--- config.mk ---
export PLATFORM = sky130hd
export DESIGN_NAME = pc_sequencer_flat
export DESIGN_NICKNAME = d
export VERILOG_FILES = /design/src/rtl/pc_sequencer_pkg.sv /design/src/rtl/pc_sequencer_if.sv /design/src/rtl/pc_sequencer_next_sel.sv /design/src/rtl/pc_sequencer.sv /design/src/flat_wrapper.sv
export SDC_FILE = /design/constraint.sdc
export NUM_CORES = 1
export LEC_CHECK = 0
export ABC_AREA = 1
export CAP_MARGIN = 15
export CELL_PAD_IN_SITES_DETAIL_PLACEMENT = 1
export CELL_PAD_IN_SITES_GLOBAL_PLACEMENT = 2
export CORE_MARGIN = 2
export CORE_UTILIZATION = 24
export DETAILED_ROUTE_END_ITERATION = 10
export PLACE_DENSITY_LB_ADDON = 0.08
export SLEW_MARGIN = 15
export SYNTH_ARGS = -nofsm -noshare
export SYNTH_HDL_FRONTEND = slang
export SYNTH_SLANG_ARGS = --single-unit
--- constraint.sdc ---
create_clock -name CLK -period 7.14 [get_ports CLK]
set_clock_uncertainty 0.05 [all_clocks]
set_input_delay 0.714 -clock CLK [delete_from_list [all_inputs] [get_ports CLK]]
set_output_delay 0.714 -clock CLK [all_outputs]
set_load 0.005 [all_outputs]
--- src/rtl/pc_sequencer_pkg.sv ---
// Shared types and constants for the program-counter sequencer.
package pc_seq_pkg;

    // Sequencer states; the encoding is visible on the debug state port.
    typedef enum logic [2:0] {
        ST_IDLE   = 3'd0,
        ST_FETCH  = 3'd1,
        ST_EXEC   = 3'd2,
        ST_HALTED = 3'd3,
        ST_FAULT  = 3'd4
    } seq_state_e;

    // Byte distance between consecutive instructions.
    localparam int unsigned PC_STEP = 32'd4;

    // Low address bits that must be zero for a legal instruction address.
    localparam logic [1:0] ALIGN_MASK = 2'b11;

    // True when the low address bits place the target off a word boundary.
    function automatic logic is_misaligned(input logic [1:0] addr_lo);
        return ((addr_lo & ALIGN_MASK) != 2'b00);
    endfunction

endpackage

--- src/rtl/pc_sequencer_if.sv ---
// Instruction-memory and datapath handshake bundle of the sequencer.
interface pc_sequencer_if #(
    parameter int XLEN = 32
);
    import pc_seq_pkg::*;

    logic            imem_req;
    logic [XLEN-1:0] imem_addr;
    logic            imem_ack;
    logic [XLEN-1:0] imem_rdata;
    logic [XLEN-1:0] instr;
    logic            instr_valid;
    logic            exec_done;
    logic            halt;
    logic            jump;
    logic [XLEN-1:0] jump_target;
    logic            branch_taken;
    logic [XLEN-1:0] branch_target;

    // Sequencer side.
    modport master (
        output imem_req, imem_addr, instr, instr_valid,
        input  imem_ack, imem_rdata, exec_done, halt,
               jump, jump_target, branch_taken, branch_target
    );

    // Memory / datapath side.
    modport slave (
        input  imem_req, imem_addr, instr, instr_valid,
        output imem_ack, imem_rdata, exec_done, halt,
               jump, jump_target, branch_taken, branch_target
    );
endinterface

--- src/rtl/pc_sequencer_next_sel.sv ---
// Next-PC selection: halt > jump > branch > sequential, with a flag for
// redirect targets that are not word aligned.
module pc_next_sel
    import pc_seq_pkg::*;
#(
    parameter int XLEN = 32
) (
    input  logic [XLEN-1:0] pc,
    input  logic            halt,
    input  logic            jump,
    input  logic [XLEN-1:0] jump_target,
    input  logic            branch_taken,
    input  logic [XLEN-1:0] branch_target,
    output logic [XLEN-1:0] next_pc,
    output logic            misaligned
);

    logic redirect_s;

    // Priority mux; only redirect targets can be misaligned since pc+4 keeps alignment.
    always_comb begin
        next_pc    = pc + XLEN'(PC_STEP);
        redirect_s = 1'b0;
        if (halt) begin
            next_pc = pc;
        end else if (jump) begin
            next_pc    = jump_target;
            redirect_s = 1'b1;
        end else if (branch_taken) begin
            next_pc    = branch_target;
            redirect_s = 1'b1;
        end else begin
            next_pc = pc + XLEN'(PC_STEP);
        end
        misaligned = redirect_s & is_misaligned(next_pc[1:0]);
    end

endmodule

--- src/rtl/pc_sequencer.sv ---
// Multi-cycle fetch/execute sequencer owning the program counter.
module pc_sequencer
    import pc_seq_pkg::*;
#(
    parameter int XLEN          = 32,
    parameter int FETCH_TIMEOUT = 16
) (
    input  logic              CLK,
    input  logic              RESET,
    input  logic [XLEN-1:0]   start_pc,
    input  logic              run,
    pc_sequencer_if.master    bus,
    output logic [XLEN-1:0]   pc,
    output logic [31:0]       retired,
    output logic              halted,
    output logic              fault,
    output logic [2:0]        state
);

    // Timer only needs to hold 0 .. FETCH_TIMEOUT-1.
    localparam int TW = (FETCH_TIMEOUT > 1) ? $clog2(FETCH_TIMEOUT) : 1;
    localparam logic [TW-1:0] TIMER_LAST = TW'(FETCH_TIMEOUT - 1);

    seq_state_e      state_r, state_nxt_s;
    logic [XLEN-1:0] pc_r, pc_nxt_s;
    logic [31:0]     retired_r, retired_nxt_s;
    logic [XLEN-1:0] instr_r, instr_nxt_s;
    logic            instr_valid_r, instr_valid_nxt_s;
    logic [TW-1:0]   timer_r, timer_nxt_s;
    logic            req_r, halted_r, fault_r;
    logic [XLEN-1:0] sel_pc_s;
    logic            misaligned_s;

    pc_next_sel #(.XLEN(XLEN)) u_next_sel (
        .pc            (pc_r),
        .halt          (bus.halt),
        .jump          (bus.jump),
        .jump_target   (bus.jump_target),
        .branch_taken  (bus.branch_taken),
        .branch_target (bus.branch_target),
        .next_pc       (sel_pc_s),
        .misaligned    (misaligned_s)
    );

    // Next-state, PC, retire count, fetch timer and instruction latch decisions.
    always_comb begin
        state_nxt_s       = state_r;
        pc_nxt_s          = pc_r;
        retired_nxt_s     = retired_r;
        instr_nxt_s       = instr_r;
        instr_valid_nxt_s = 1'b0;
        timer_nxt_s       = timer_r;
        case (state_r)
            ST_IDLE: begin
                if (run) begin
                    state_nxt_s = ST_FETCH;
                end else begin
                    state_nxt_s = ST_IDLE;
                end
            end
            ST_FETCH: begin
                // An ack on the last allowed cycle still completes the fetch.
                if (bus.imem_ack) begin
                    instr_nxt_s       = bus.imem_rdata;
                    instr_valid_nxt_s = 1'b1;
                    timer_nxt_s       = {TW{1'b0}};
                    state_nxt_s       = ST_EXEC;
                end else if (timer_r == TIMER_LAST) begin
                    state_nxt_s = ST_FAULT;
                end else begin
                    timer_nxt_s = timer_r + TW'(1);
                end
            end
            ST_EXEC: begin
                if (bus.exec_done) begin
                    if (bus.halt) begin
                        retired_nxt_s = retired_r + 32'd1;
                        state_nxt_s   = ST_HALTED;
                    end else if (misaligned_s) begin
                        state_nxt_s = ST_FAULT;
                    end else begin
                        pc_nxt_s      = sel_pc_s;
                        retired_nxt_s = retired_r + 32'd1;
                        state_nxt_s   = ST_FETCH;
                    end
                end else begin
                    state_nxt_s = ST_EXEC;
                end
            end
            ST_HALTED: state_nxt_s = ST_HALTED;
            ST_FAULT:  state_nxt_s = ST_FAULT;
            default:   state_nxt_s = ST_FAULT;
        endcase
    end

    // State and datapath registers; status flags are registered from the next state.
    always_ff @(posedge CLK) begin
        if (!RESET) begin
            state_r       <= ST_IDLE;
            pc_r          <= start_pc;
            retired_r     <= 32'd0;
            instr_r       <= {XLEN{1'b0}};
            instr_valid_r <= 1'b0;
            timer_r       <= {TW{1'b0}};
            req_r         <= 1'b0;
            halted_r      <= 1'b0;
            fault_r       <= 1'b0;
        end else begin
            state_r       <= state_nxt_s;
            pc_r          <= pc_nxt_s;
            retired_r     <= retired_nxt_s;
            instr_r       <= instr_nxt_s;
            instr_valid_r <= instr_valid_nxt_s;
            timer_r       <= timer_nxt_s;
            req_r         <= (state_nxt_s == ST_FETCH);
            halted_r      <= (state_nxt_s == ST_HALTED);
            fault_r       <= (state_nxt_s == ST_FAULT);
        end
    end

    assign bus.imem_req    = req_r;
    assign bus.imem_addr   = pc_r;
    assign bus.instr       = instr_r;
    assign bus.instr_valid = instr_valid_r;
    assign pc              = pc_r;
    assign retired         = retired_r;
    assign halted          = halted_r;
    assign fault           = fault_r;
    assign state           = state_r;

endmodule

--- src/flat_wrapper.sv ---
// flat-port wrapper written by rule: the top's interface ports become plain ports
module pc_sequencer_flat import pc_seq_pkg::*;
#(
    parameter int XLEN          = 32,
    parameter int FETCH_TIMEOUT = 16
)
  (CLK, RESET, start_pc, run, pc, retired, halted, fault, state, bus_imem_req, bus_imem_addr, bus_instr, bus_instr_valid, bus_imem_ack, bus_imem_rdata, bus_exec_done, bus_halt, bus_jump, bus_jump_target, bus_branch_taken, bus_branch_target);
  pc_sequencer_if #(.XLEN(XLEN)) bus_i ();
  input  logic CLK;
  input  logic RESET;
  input  logic [XLEN-1:0] start_pc;
  input  logic run;
  output logic [XLEN-1:0] pc;
  output logic [31:0] retired;
  output logic halted;
  output logic fault;
  output logic [2:0] state;
  output wire logic [$bits(bus_i.imem_req)-1:0] bus_imem_req;
  output wire logic [$bits(bus_i.imem_addr)-1:0] bus_imem_addr;
  output wire logic [$bits(bus_i.instr)-1:0] bus_instr;
  output wire logic [$bits(bus_i.instr_valid)-1:0] bus_instr_valid;
  input wire logic [$bits(bus_i.imem_ack)-1:0] bus_imem_ack;
  input wire logic [$bits(bus_i.imem_rdata)-1:0] bus_imem_rdata;
  input wire logic [$bits(bus_i.exec_done)-1:0] bus_exec_done;
  input wire logic [$bits(bus_i.halt)-1:0] bus_halt;
  input wire logic [$bits(bus_i.jump)-1:0] bus_jump;
  input wire logic [$bits(bus_i.jump_target)-1:0] bus_jump_target;
  input wire logic [$bits(bus_i.branch_taken)-1:0] bus_branch_taken;
  input wire logic [$bits(bus_i.branch_target)-1:0] bus_branch_target;
  assign bus_imem_req = bus_i.imem_req;
  assign bus_imem_addr = bus_i.imem_addr;
  assign bus_instr = bus_i.instr;
  assign bus_instr_valid = bus_i.instr_valid;
  assign bus_i.imem_ack = bus_imem_ack;
  assign bus_i.imem_rdata = bus_imem_rdata;
  assign bus_i.exec_done = bus_exec_done;
  assign bus_i.halt = bus_halt;
  assign bus_i.jump = bus_jump;
  assign bus_i.jump_target = bus_jump_target;
  assign bus_i.branch_taken = bus_branch_taken;
  assign bus_i.branch_target = bus_branch_target;
  pc_sequencer #(.XLEN(XLEN), .FETCH_TIMEOUT(FETCH_TIMEOUT)) u_core (.CLK(CLK), .RESET(RESET), .start_pc(start_pc), .run(run), .bus(bus_i), .pc(pc), .retired(retired), .halted(halted), .fault(fault), .state(state));
endmodule
Yosys cells after proc, flatten, opt, wreduce, memory -nomap -nowiden --
Index checks and enable logic that the tools add are counted.
Cells by class: $add $sub $neg 3, equality and inequality tests 13, multiplexer cells 23, bitwise gates (word level) 1, reductions and logical operators 7
Operator list (count):
- $mux W32 | 10
- $add A32 B1 Y32 const B | 1
- $add A32 B3 Y32 const B | 1
- $mux W3 | 5
- $pmux W3 S4 | 1
- $eq A3 B2 Y1 const B | 3
- $mux W4 | 2
- $ne A2 B2 Y1 const B | 4
- $eq A3 B1 Y1 const B | 2
- $reduce_and A2 Y1 | 3
- $mux W1 | 5
- $add A4 B1 Y4 const B | 1
- $eq A4 B4 Y1 const B | 1
- $ne A2 B1 Y1 const B | 2
- $reduce_and A4 Y1 | 1
- $eq A3 B3 Y1 const B | 1
- $logic_not A3 Y1 | 1
- $reduce_and A3 Y1 | 1
- $reduce_bool A2 Y1 | 1
- $and A1 B1 Y1 | 1
Storage, ports and cells: bits in registers 107, input bits 136, output and inout bits 135

Logic depth before layout (Yosys ltp) --
Gate-level depths: netlist of run 1.
word-level depth 11, mapped depth 11, gate-level depth less buffers 11

Cells and area by module --
Synthesis of run 1 repeated with hierarchy kept, for this count alone.
Second synthesis, totals: cell total of the unflattened synthesis 986, area, all modules 6685.2 sq um
Modules (own cells, without submodules):
- pc_sequencer | times used 1, cells each 643, area each 4946.0 sq um, sequential area each 2462.4 sq um
- pc_next_sel | times used 1, cells each 343, area each 1739.2 sq um, sequential area each 0.0 sq um

Least setup slack after synthesis of run 1 --
Ideal clock, no wire load.
kind in2reg, from input bus_branch_taken, to register u_core.pc_r[0], in the netlist u_core.bus.imem_addr[0], enable pin, arrival time 3017 ps, required time 6665 ps, slack 3648 ps, stages on the path 10, path buffers 1, cell sequence nor2_4 > inv_2 > nand2_2 > nand2_1 > nand2_2 > nand2_4 > nand2_4 > nand2_4 > buf_6 > o21ai_1
Between the ends: word-level cells in the longest chain between the ends 7
Ends and longest elaborated chain:
- from (decl) | RTL line flat_wrapper.sv:28 | input wire logic [$bits(bus_i.branch_taken)-1:0] bus_branch_taken;
- $mux W32 | RTL line pc_sequencer_next_sel.sv:29 | end else if (branch_taken) begin
- $mux W32 | RTL line pc_sequencer_next_sel.sv:26 | end else if (jump) begin
- $mux W32 | RTL line pc_sequencer_next_sel.sv:24 | if (halt) begin
- $reduce_bool A2 Y1 | RTL line pc_sequencer_pkg.sv:21 | return ((addr_lo & ALIGN_MASK) != 2'b00);
- $and A1 B1 Y1 (*) | RTL line pc_sequencer_next_sel.sv:35 | misaligned = redirect_s & is_misaligned(next_pc[1:0]);
- $ne A2 B2 Y1 (no line) (*)
- $reduce_and A4 Y1 (no line) (*)
- to (signal assigned) | RTL line pc_sequencer.sv:100 | pc_r <= start_pc;
- to (signal assigned) | RTL line pc_sequencer.sv:110 | pc_r <= pc_nxt_s;
- to (decl) | RTL line pc_sequencer.sv:25 | logic [XLEN-1:0] pc_r, pc_nxt_s;
Mark *: on every way between the ends. The rest lies on a longest branch, timed or not. A chain may end at the register's enable or synchronous reset.

Final worst setup path of run 1 --
from input bus_jump, to register u_core.pc_r[28], in the netlist u_core.bus.imem_addr[28], enable pin
Between the ends: word-level cells in the longest chain between the ends 6
Ends and longest elaborated chain:
- from (decl) | RTL line flat_wrapper.sv:26 | input wire logic [$bits(bus_i.jump)-1:0] bus_jump;
- $mux W32 | RTL line pc_sequencer_next_sel.sv:26
- $mux W32 | RTL line pc_sequencer_next_sel.sv:24
- $reduce_bool A2 Y1 | RTL line pc_sequencer_pkg.sv:21
- $and A1 B1 Y1 (*) | RTL line pc_sequencer_next_sel.sv:35
- $ne A2 B2 Y1 (no line) (*)
- $reduce_and A4 Y1 (no line) (*)
Marked as above.

==> run metrics, run 1 <==
mean routed wirelength per cell 17.3 µm; Initial Util 24.3%; die area 28600 µm²; LEAKAGE roughly 3.7 nW; Crit. Startpoint bus_jump; Total GRT Usage 18.7%; Worst setup EP type flip-flop; WHS 420 ps; DIE WIDTH 169 µm; CP Launch Type input pin; register area share after synthesis 37.6%; GPL Wtd Cong 0.790; DP HPWL between 20000 and 25000 µm; Post-synth EDFFs 32; FF-to-FF Start u_core.bus.imem_addr[2]; beginning of the worst hold path u_core.bus.instr[29]; IO Pins about 270; P&R area growth vs syn 47.6%; Cells after DPL 1521; IO Port Bufs 270; clk slew on worst S/H paths approximately 90 ps; post-synth top area share between 20 and 25%; Core Area 26900 µm²; antenna violations before repair 1; Num CTS Buffers 9; crit path max fanout 34; Via density 4.60; vias in the first global route 7509; Total Wirelength between 20000 and 30000 µm; FF+latch count, synth 107; Area contributors post-synth nand2_1 23%, dfxtp_1 23%, edfxtp_1 15%; pwr dens 157 nW/µm²; remaining global-route overflow 0; syn nets 1110; met3 routed WL 1000 µm; status completed; met2 WL 13400 µm; WS Path Type input pin to flip-flop; Cell Count, Final, Fillers Out 1540; Slew Viols, Final 0; Max Cap Violations 0; First DRT Iteration DRCs approximately 230; max layer used met4; mapped cell area 6540 µm²; Die Ht 169 µm; final setup fails 0; Hold EP u_core.bus.instr[29]; CTS tree yes; final hold vios 0; CP arrival 3750 ps; root buf cell clkbuf_16; Tcrit/Tclk final 52.4%; remaining antenna violation count 0; clk sinks 107; share of cells above drive strength 1 around 4.8%; Slew HR 34.4%; worst hold path type flip-flop to flip-flop; # hold bufs at CTS 0; largest net degree at the start of global routing 46; Mapped Cells 971; CTS max path bufs 2; r2r endpoint u_core.bus.imem_addr[21]; cell taking the most area after synthesis nand2_1; hold depth 2; Tmin final 3740 ps; Synth Area per Inst 6.74 µm²; Syn. warnings 0; Routed met1 length 11700 µm; setup_tns 0 ps; Final #Nets 1332; worst skew pair latency around 370 ps; Max VDD drop 0.0000991 V; DRC Markers 0; Final Worst Setup Slack 3400 ps; number of gates resized after cts 0; data required time of the worst path just over 7000 ps; first-pass GRT wire length 41700 µm; worst reg2reg path depth 9; H-tree depth 3; reg2reg setup slack 4750 ps; Post-CTS Setup Bufs 0; total number of vias 7081; row cnt 60; Max Freq 267 MHz; Unique masters post-synth 37; Async SR Flop Fraction 0%; Placement Setup Slack 1930 ps; Synth Flop Type dfxtp_1; Slew @ Worst Pin 982 ps; RSZ-0062 raised after global routing no; drt first pass iters 4
-- worst max path at each step --
stage | to | slack (ps)
after global routing | u_core.bus.imem_addr[21] | 3130
after floorplan | u_core.bus.imem_addr[0] | 3650
after detailed placement | u_core.bus.imem_addr[31] | 1930
final | u_core.bus.imem_addr[28] | 3400
after CTS | u_core.bus.imem_addr[26] | 2320
after global placement | u_core.bus.imem_addr[12] | 2030
-- power by group --
group	internal, mW	switching, mW	total (mW)
clock	0.254	0.291	0.545
combinational	0.165	0.119	0.283
sequential	0.656	0.0341	0.690
total	1.07	0.443	1.52
-- cells in the mapped netlist, types with 4 or more instances --
master / instances
nand2_1: 401
nor2_1: 111
dfxtp_1: 75
nand3_1: 64
inv_1: 53
a21oi_1: 37
buf_4: 32
edfxtp_1: 32
o21ai_0: 20
o221a_2: 19
xor2_1: 18
clkbuf_1: 17
nand3b_1: 15
nor3_1: 12
xnor2_1: 9
buf_2: 8
o221ai_1: 8
buf_6: 5
nand4_1: 5
buf_1: 4
-- layout make-up --
type / count / area [µm²]
antenna: 1 / 2.50
clock buffer: 9 / 225
clock inverter: 7 / 91.3
fill: 3356 / 17200
inverter: 58 / 218
multi-input combinational: 740 / 3460
sequential: 107 / 2460
tap: 341 / 427
timing repair buffer: 277 / 2770
-- cell families after synthesis --
kind of cell	after synthesis	synth area share [%]
compound gates	95	10.2
xor+xnor	27	3.61
fa+ha+maj	3	0.574
buf+inv	124	9.67
flops	107	37.6
simple gates	615	38.4
-- per-stage QoR --
stage               area, µm²  power [mW]  util, %
floorplan                6540       0.812        -
global placement         9300       0.988     34.6
detailed placement       9300       0.990     34.6
CTS                      9620        1.55     35.8
global route             9660        1.60     35.9
finish                   9660        1.52     35.9
-- worst max-delay path, stage by stage --
cell and delay, ps:
clkdlybuf4s50_1 520, inv_2 530, nand2_1 450, o22ai_2 290
nand2_4 110, nand2_4 140, nand2_4 280, o21ai_4 440
buf_12 240
-- flip-flops by register name, indices dropped and copies added, names as in the netlist --
register and count:
u_core.bus.imem_addr 32, u_core.bus.instr 32, u_core.retired 32, u_core.timer_r 4
u_core.state 3, u_core.bus.imem_req 1, u_core.bus.instr_valid 1, u_core.fault 1
u_core.halted 1
-- placed cells by master (no fill, tap or decap), types with 2 or more instances in the layout --
master,netlist,final
a21oi_1,37,37
a31oi_1,2,2
buf_4,32,5
clkbuf_16,0,9
clkdlybuf4s50_1,0,269
clkinv_4,0,2
clkinv_8,0,3
dfxtp_1,75,75
edfxtp_1,32,32
ha_1,3,3
inv_1,53,53
inv_2,3,4
nand2_1,401,401
nand2_2,2,2
nand2_4,3,3
nand3_1,64,64
nand3b_1,15,15
nand4_1,5,5
nor2_1,111,111
nor3_1,12,12
o21ai_0,20,20
o221a_2,19,19
o221ai_1,8,8
xnor2_1,9,9
xor2_1,18,18
-- metal layers --
metal	vias up	track usage [%]
met5	-	0
met4	0	5.65
met3	23	2.57
met2	166	34.0
met1	3339	22.9
li1	3553	-
Power figures use the tool's default switching activity.
==> run 2: changes to the inputs <==
- CORE_UTILIZATION: 24 -> 20
- clock period: 7.14 -> 3.2 ns (I/O delays scaled with it)
==> run metrics, run 2 (synthesized netlist as in run 1, its figures left out) <==
CTS max path bufs 2; row cnt 66; Final Worst Setup Slack 908 ps; DP HPWL 21600 µm; most common cell after layout, fill and taps aside nand2_1; post-route cell area 9830 µm²; status completed; largest net degree at the start of global routing 37; Slew Viols, Final 0; fillcell total 4008; share of cells above drive strength 1 roughly 5.5%; Final #Nets about 1.3k; # hold bufs at CTS 0; remaining global-route overflow 0; Core Area around 32000 µm²; CTS tree yes; remaining antenna violation count 0; Total Wirelength 28400 µm; WHS 399 ps; placed inst area 9500 µm²; IO Port Bufs 270; total number of vias 7052; worst hold path type input pin to flip-flop; IO Pins between 200 and 300; root buf cell clkbuf_16; antenna violations before repair 0; Initial Util 20.2%; number of gates resized after cts 0; clk sinks ~110; Tcrit/Tclk final 71.6%; GPL Wtd Cong 0.767; pwr dens 351 nW/µm²; Cells after DPL 1632; First DRT Iteration DRCs roughly 160; Cell Count, Final, Fillers Out 1648; RSZ-0062 raised after global routing no; final setup fails 0; mean routed wirelength per cell 17.2 µm; Num CTS Buffers 9; Total GRT Usage approximately 17%; most frequent cells in the layout 401 x nand2_1, 269 x clkdlybuf4s50_1, 111 x nor2_1; Max Cap Violations 0; first-pass GRT wire length 43200 µm; setup_tns 0 ps; LEAKAGE 3.78 nW; CP Launch Type flip-flop; vias in the first global route 7328; antenna cell count 0; fin util 30.4%; clk slew on worst S/H paths 100 ps; final hold vios 0; Max VDD drop 0.000216 V; Placement Setup Slack 487 ps; worst skew pair latency about 370 ps; DRC Markers 0; drt first pass iters 4; H-tree depth 3; WS Path Type flip-flop to flip-flop; data required time of the worst path around 3300 ps; Post-CTS Setup Bufs 0; reg2reg setup slack between 900 and 1000 ps; Slew HR 53.3%; Tmin final 2290 ps; Slew @ Worst Pin between 600 and 700 ps; crit path max fanout 8; Die Ht 185 µm; Max Freq 436 MHz; CP arrival 2360 ps; DIE WIDTH 185 µm; Tot Pwr 3.45 mW; P&R area growth vs syn 50.2%; die area 34200 µm²; Via density 4.28; Worst setup EP type flip-flop
==> run 2: path summary, 6_finish.rpt <==
kind | start | end | cells past startpoint
worst max-delay path | u_core.bus.imem_addr[2] | u_core.bus.imem_addr[18] | 8
worst min-delay path | RESET | u_core.bus.imem_addr[0] | 3
worst max register to register | u_core.bus.imem_addr[2] | u_core.bus.imem_addr[18] | 8
worst min register to register | u_core.bus.instr[22] | u_core.bus.instr[22] | 2
==> run 2: layout make-up <==
cell class	instances	area [µm²]	share of cell area, %
repair buffers	285	2810	28.6
clock buffers	9	225	2.29
well taps	442	553	5.63
inverters	58	218	2.21
flip-flops and latches	107	2460	25.1
multi-input cells	740	3460	35.2
clock inverters	7	101	1.03
==> run 2: worst max-delay path: stages, from the launching register on <==
cell	delay (ps)
edfxtp_1	590
ha_1	350
nand3_1	170
inv_1	220
nand2_1	210
nor2_1	170
xor2_1	70
o21ai_0	150
nand2_1	70
==> run 2: power breakdown <==
part           switching, mW  internal [mW]  total, mW
Clock                  0.692          0.586       1.28
Combinational          0.267          0.368      0.635
Sequential            0.0765           1.46       1.54
==> run 2: metal layers <==
| layer | up-vias | part of all wire (%) | track usage (%) |
|---|---|---|---|
| li1 | 3566 | - | - |
| met3 | 16 | 4.4 | 2.63 |
| met2 | 162 | 50 | 30.3 |
| met4 | 0 | 1.1 | 3.78 |
| met1 | 3308 | 44 | 20.3 |
| met5 | - | 0 | 0 |
==> RTL edit 1 (flow settings as in run 1) <==
`XLEN` is set to 32 in 4 places; all go to 16.
--- a/src/rtl/pc_sequencer_if.sv
+++ b/src/rtl/pc_sequencer_if.sv
@@ -2,3 +2,3 @@
 interface pc_sequencer_if #(
-    parameter int XLEN = 32
+    parameter int XLEN = 16
 );
--- a/src/rtl/pc_sequencer_next_sel.sv
+++ b/src/rtl/pc_sequencer_next_sel.sv
@@ -5,3 +5,3 @@
 #(
-    parameter int XLEN = 32
+    parameter int XLEN = 16
 ) (
--- a/src/rtl/pc_sequencer.sv
+++ b/src/rtl/pc_sequencer.sv
@@ -4,3 +4,3 @@
 #(
-    parameter int XLEN          = 32,
+    parameter int XLEN          = 16,
     parameter int FETCH_TIMEOUT = 16
--- a/src/flat_wrapper.sv
+++ b/src/flat_wrapper.sv
@@ -3,3 +3,3 @@
 #(
-    parameter int XLEN          = 32,
+    parameter int XLEN          = 16,
     parameter int FETCH_TIMEOUT = 16
Ports: changed (7 resized); port bits go from 271 to 159. The function was not compared with the original's and may differ.
==> RTL edit 1 against run 1 <==
Non-clock buffer count is 116 lower. Wire length is 38% lower. Sequential cell count is 32 lower. Area after synthesis is 33% lower. Total power is 30% lower. Combinational power is 40% lower. Clock power is 22% lower. Design area is 34% lower. Worst setup slack better by 500 ps. Maximum frequency is 16% higher. First-iteration DRC count is 53% lower.
==> RTL edit 1: results (changes against run 1) <==
outcome: completed (unchanged)
ys async rst share: 0 (unchanged)
clock root cell: clkbuf_16 (unchanged)
first-pass GRT wire length: 26400 microns (was 41700 microns)
Cell variety after synth: 36 (was 37)
fill cell total of the finished layout: 2260 (was 3356)
post-DP HPWL: 12600 microns (was 20100 microns)
Longest Clk Path Bufs: 2 (unchanged)
commonest cells in the synthesized netlist: 238 x nand2_1, 92 x nor2_1, 59 x dfxtp_1 (was 401 x nand2_1, 111 x nor2_1, 75 x dfxtp_1)
Leakage: 2.34 nW (was 3.75 nW)
GRT Overall Usage: 0.169 (was 0.187)
# diodes: 0 (was 1)
worst-path fanout max: 32 (was 34)
number of antenna violations at the first check in global routing: 0 (was 1)
register area share after synthesis: 0.377 (was 0.376)
postcts setup bufs: 0 (unchanged)
Yosys top cell area share: 0.268 (was 0.230)
Syn Nets: 745 (was 1110)
Pre-antenna DRT Iters: 7 (was 4)
WL per Instance: 15.8 microns (was 17.3 microns)
Clock H-tree levels: 3 (unchanged)
Initial DRC Count: 110 (was 234)
Hold Crit Class: flip-flop to flip-flop (unchanged)
Synth area leaders: dfxtp_1 27%, nand2_1 20%, edfxtp_1 11% (was nand2_1 23%, dfxtp_1 23%, edfxtp_1 15%)
layout cells sized above 1: 0.0346 (was 0.0484)
Reg clk slew, reported paths: 60 ps (was 90 ps)
PortBufs: 158 (was 270)
CTS buffer count: 9 (unchanged)
max reg flops: 32
largest net degree at the start of global routing: 33 (was 46)
Final nets: 881 (was 1332)
peak supply drop: 0.104 mV (was 0.0991 mV)
Worst-Margin Slew: 774 ps (was 982 ps)
Post-synth EDFFs: 16 (was 32)
vias in the first global route: 4929 (was 7509)
worst path arrival time: 3200 ps (was 3750 ps)
Yosys warning count: 0 (unchanged)
Clock Latency Late Sink: 330 ps (was 370 ps)
DR vias/cell: 4.60 (about the same)
gp weighted congestion: 0.831 (was 0.790)
Post-CTS Resized: 0 (unchanged)
[RTL edit 1: metal layers]
layer,GRT usage,routed length (microns)
met4,0.0494,284
met2,0.287,7810
met1,0.217,7500
met5,0,0
met3,0.0365,856
[RTL edit 1: path summary, 6_finish.rpt]
path | startpoint | endpoint | slack [ps] | cells past startpoint
min | u_core.bus.instr[4] | u_core.bus.instr[4] | 420 | 2
min reg2reg | u_core.bus.instr[4] | u_core.bus.instr[4] | 420 | 2
max | bus_jump | u_core.bus.imem_addr[10] | 3910 | 9
max reg2reg | u_core.state[1] | u_core.bus.imem_addr[10] | 4580 | 7
[RTL edit 1: cell families after synthesis]
group / Yosys count / share of synthesized area
buffers and inverters: 91 / 0.0968
and+or+nand+nor: 408 / 0.377
adders and majority gates: 3 / 0.00852
AOI/OAI and AO/OA: 74 / 0.103
DFF: 75 / 0.377
xor gates and xnor gates: 19 / 0.0378
[RTL edit 1: area by class of cell]
cell class | instances | area (sq um) | share of cell area
clock buffers | 12 | 246 | 0.0389
clock inverters | 3 | 15.0 | 0.00237
inverters | 55 | 206 | 0.0326
multi-input cells | 504 | 2320 | 0.366
flip-flops and latches | 75 | 1660 | 0.262
well taps | 229 | 287 | 0.0452
repair buffers | 161 | 1600 | 0.253
[RTL edit 1: per-stage QoR]
stage,setup slack (ps),util,instance area [sq um],std cells,power [mW]
CTS,3860,0.353,6340,1039,1.08
floorplan,4460,-,4410,670,0.548
finish,3910,0.353,6340,1039,1.06
global placement,3550,0.338,6080,1024,0.645
global route,3690,0.353,6340,1039,1.11
detailed placement,3510,0.338,6080,1024,0.649
[RTL edit 1: report_power, final]
part           total, mW  internal [mW]  switching [mW]
sequential         0.469          0.453          0.0161
combinational      0.169         0.0929          0.0757
clock              0.426          0.242           0.184
[RTL edit 1: worst max-delay path: stages]
cell and delay, ps:
clkdlybuf4s50_1 570, inv_2 180, or2_0 260, nand2_2 110, nand3_4 90, nand2_2 230, nand2_2 470, o21ai_1 280
buf_4 290
==> RTL edit 2 (flow settings as in run 1) <==
Without the edit above. Register the output `retired` once more, without a reset; this adds one clock of latency there. The other outputs are not delayed to match.
--- a/src/rtl/pc_sequencer.sv
+++ b/src/rtl/pc_sequencer.sv
@@ -125,3 +125,5 @@
     assign pc              = pc_r;
-    assign retired         = retired_r;
+    always_ff @(posedge CLK) begin
+        retired <= retired_r;
+    end
     assign halted          = halted_r;
Check against the original RTL: not equivalent (a bounded check fails within 4 cycles, from zero or initial values and one cycle with RESET low).
==> RTL edit 2 against run 1 <==
Wire length is 7.7% higher. Maximum frequency is 7.6% higher. Design area up 10%. Non-clock buffer count is 1 lower. Area after synthesis rose by 10%. Sequential cell count up 32. Global-route usage down 0.50 points. Total power grew 36%. Synthesized cell count is 3.7% higher. Worst setup slack improved by 260 ps. Cell count increased by 6.4%. First-iteration DRC count up 4.7%.
==> RTL edit 2: results (changes against run 1) <==
outcome: completed (unchanged)
P_sw: 539 uW (was 443 uW)
postcts setup bufs: 0 (unchanged)
number of antenna violations at the first check in global routing: 1 (unchanged)
met2 wire length: 15400 microns (was 13400 microns)
Pre-antenna DRT Iters: 4 (unchanged)
DR vias/cell: 4.49 (was 4.60)
Synth Flop Type: dfxtp_1 (unchanged)
Clock H-tree levels: 4 (was 3)
GRT Overall Usage: 0.182 (was 0.187)
DR top layer: met4 (unchanged)
commonest cells in the synthesized netlist: 394 x nand2_1, 110 x nor2_1, 107 x dfxtp_1 (was 401 x nand2_1, 111 x nor2_1, 75 x dfxtp_1)
Hold Crit Class: flip-flop to flip-flop (unchanged)
Initial DRC Count: 245 (was 234)
Cell variety after synth: 34 (was 37)
Post-CTS Resized: 0 (unchanged)
CTS buffer count: 17 (was 9)
Leakage: 4.10 nW (was 3.75 nW)
worst path arrival time: 3480 ps (was 3750 ps)
CP max stage delay: 550 ps (was 530 ps)
layout cells sized above 1: 0.0553 (was 0.0484)
vias in the first global route: 7653 (was 7509)
Syn Nets: 1146 (was 1110)
Fin Setup TNS: 0 ps (unchanged)
clock root cell: clkbuf_16 (unchanged)
Yosys warning count: 0 (unchanged)
Final nets: 1374 (was 1332)
worst-path fanout max: 34 (unchanged)
Synth area leaders: dfxtp_1 30%, nand2_1 21%, edfxtp_1 13% (was nand2_1 23%, dfxtp_1 23%, edfxtp_1 15%)
post-synth top area cell: dfxtp_1 (was nand2_1)
first-pass GRT wire length: 43600 microns (was 41700 microns)
Worst slew margin: 0.296 (was 0.344)
met3 wire length: 944 microns (was 1000 microns)
Longest Clk Path Bufs: 2 (unchanged)
Reg clk slew, reported paths: 60 ps (was 90 ps)
gp weighted congestion: 0.791 (was 0.790)
M1 WL: 11800 microns (was 11700 microns)
fill cell total of the finished layout: 3627 (was 3356)
register area share after synthesis: 0.431 (was 0.376)
worst slack, placed: 3150 ps (was 1930 ps)
Final Max Slew Viols: 0 (unchanged)
PortBufs: 270 (unchanged)
ys async rst share: 0 (unchanged)
peak supply drop: 0.108 mV (was 0.0991 mV)
post-DP HPWL: 21500 microns (was 20100 microns)
Clock Latency Late Sink: 420 ps (was 370 ps)
Post-synth EDFFs: 32 (unchanged)
wirelength, routed: 28600 microns (was 26600 microns)
slowest cell on the critical path: clkdlybuf4s50_1 (was inv_2)
largest net degree at the start of global routing: 46 (unchanged)
## RTL edit 2: cell count changes in the layout (fill, tap and decap cells not counted), sizes merged, moves of 3 or more
cell and change:
nand3 +3, clkinv -4, inv +7, a21oi +5, dfxtp +32, xor2 -3
clkbuf +12, nand2 -7
## RTL edit 2: worst paths after layout
kind | startpoint | end | slack, ps | cells after the start
max reg2reg | u_core.state[1] | u_core.bus.imem_addr[4] | 4170 | 7
min reg2reg | u_core.retired_r[31] | u_core.retired[31] | 340 | 0
min | u_core.retired_r[31] | u_core.retired[31] | 340 | 0
max | bus_branch_taken | u_core.bus.imem_addr[4] | 3660 | 11
## RTL edit 2: area by class of cell
type | instances | share of cell area
Antenna cell | 1 | 0.000236
Clock buffer | 21 | 0.0454
Clock inverter | 11 | 0.00966
Inverter | 60 | 0.0212
Multi-Input combinational cell | 741 | 0.327
Sequential cell | 139 | 0.292
Tap cell | 390 | 0.0460
Timing Repair Buffer | 276 | 0.259
## RTL edit 2: logic make-up (layout without fill, tap and decap cells)
family / Yosys count / after routing / share of synthesized area
simple gates: 612 / 612 / 0.348
flops: 139 / 139 / 0.431
buf+inv: 127 / 368 / 0.0887
compound gates: 101 / 101 / 0.0960
xor+xnor: 25 / 25 / 0.0304
fa+ha+maj: 3 / 3 / 0.00522
other cells: 0 / 1 / 0
## RTL edit 2: power groups by stage
stage	registers [mW]	logic [mW]	clock network, mW
2_1_floorplan	0.880	0.122	0
3_3_place_gp	0.892	0.294	0
3_5_place_dp	0.892	0.295	0
4_1_cts	0.875	0.298	0.934
5_1_grt	0.878	0.320	0.963
6_report	0.873	0.292	0.902
## RTL edit 2: through the flow
step	cells	instance area, sq um
detailed placement	1606	10000
finish	1639	10600
floorplan	1007	7200
global route	1639	10600
global placement	1606	10000
CTS	1638	10600
## RTL edit 2: metal layers
metal,track usage,up-vias
met5,0,-
met4,0.0489,0
met3,0.0277,23
met2,0.349,153
met1,0.208,3501
li1,-,3689
## RTL edit 2: critical path, delay by kind of cell
kind / cells / cell delay (ps)
simple gates: 7 / 1250
compound gates: 1 / 240
buf+inv: 3 / 1250
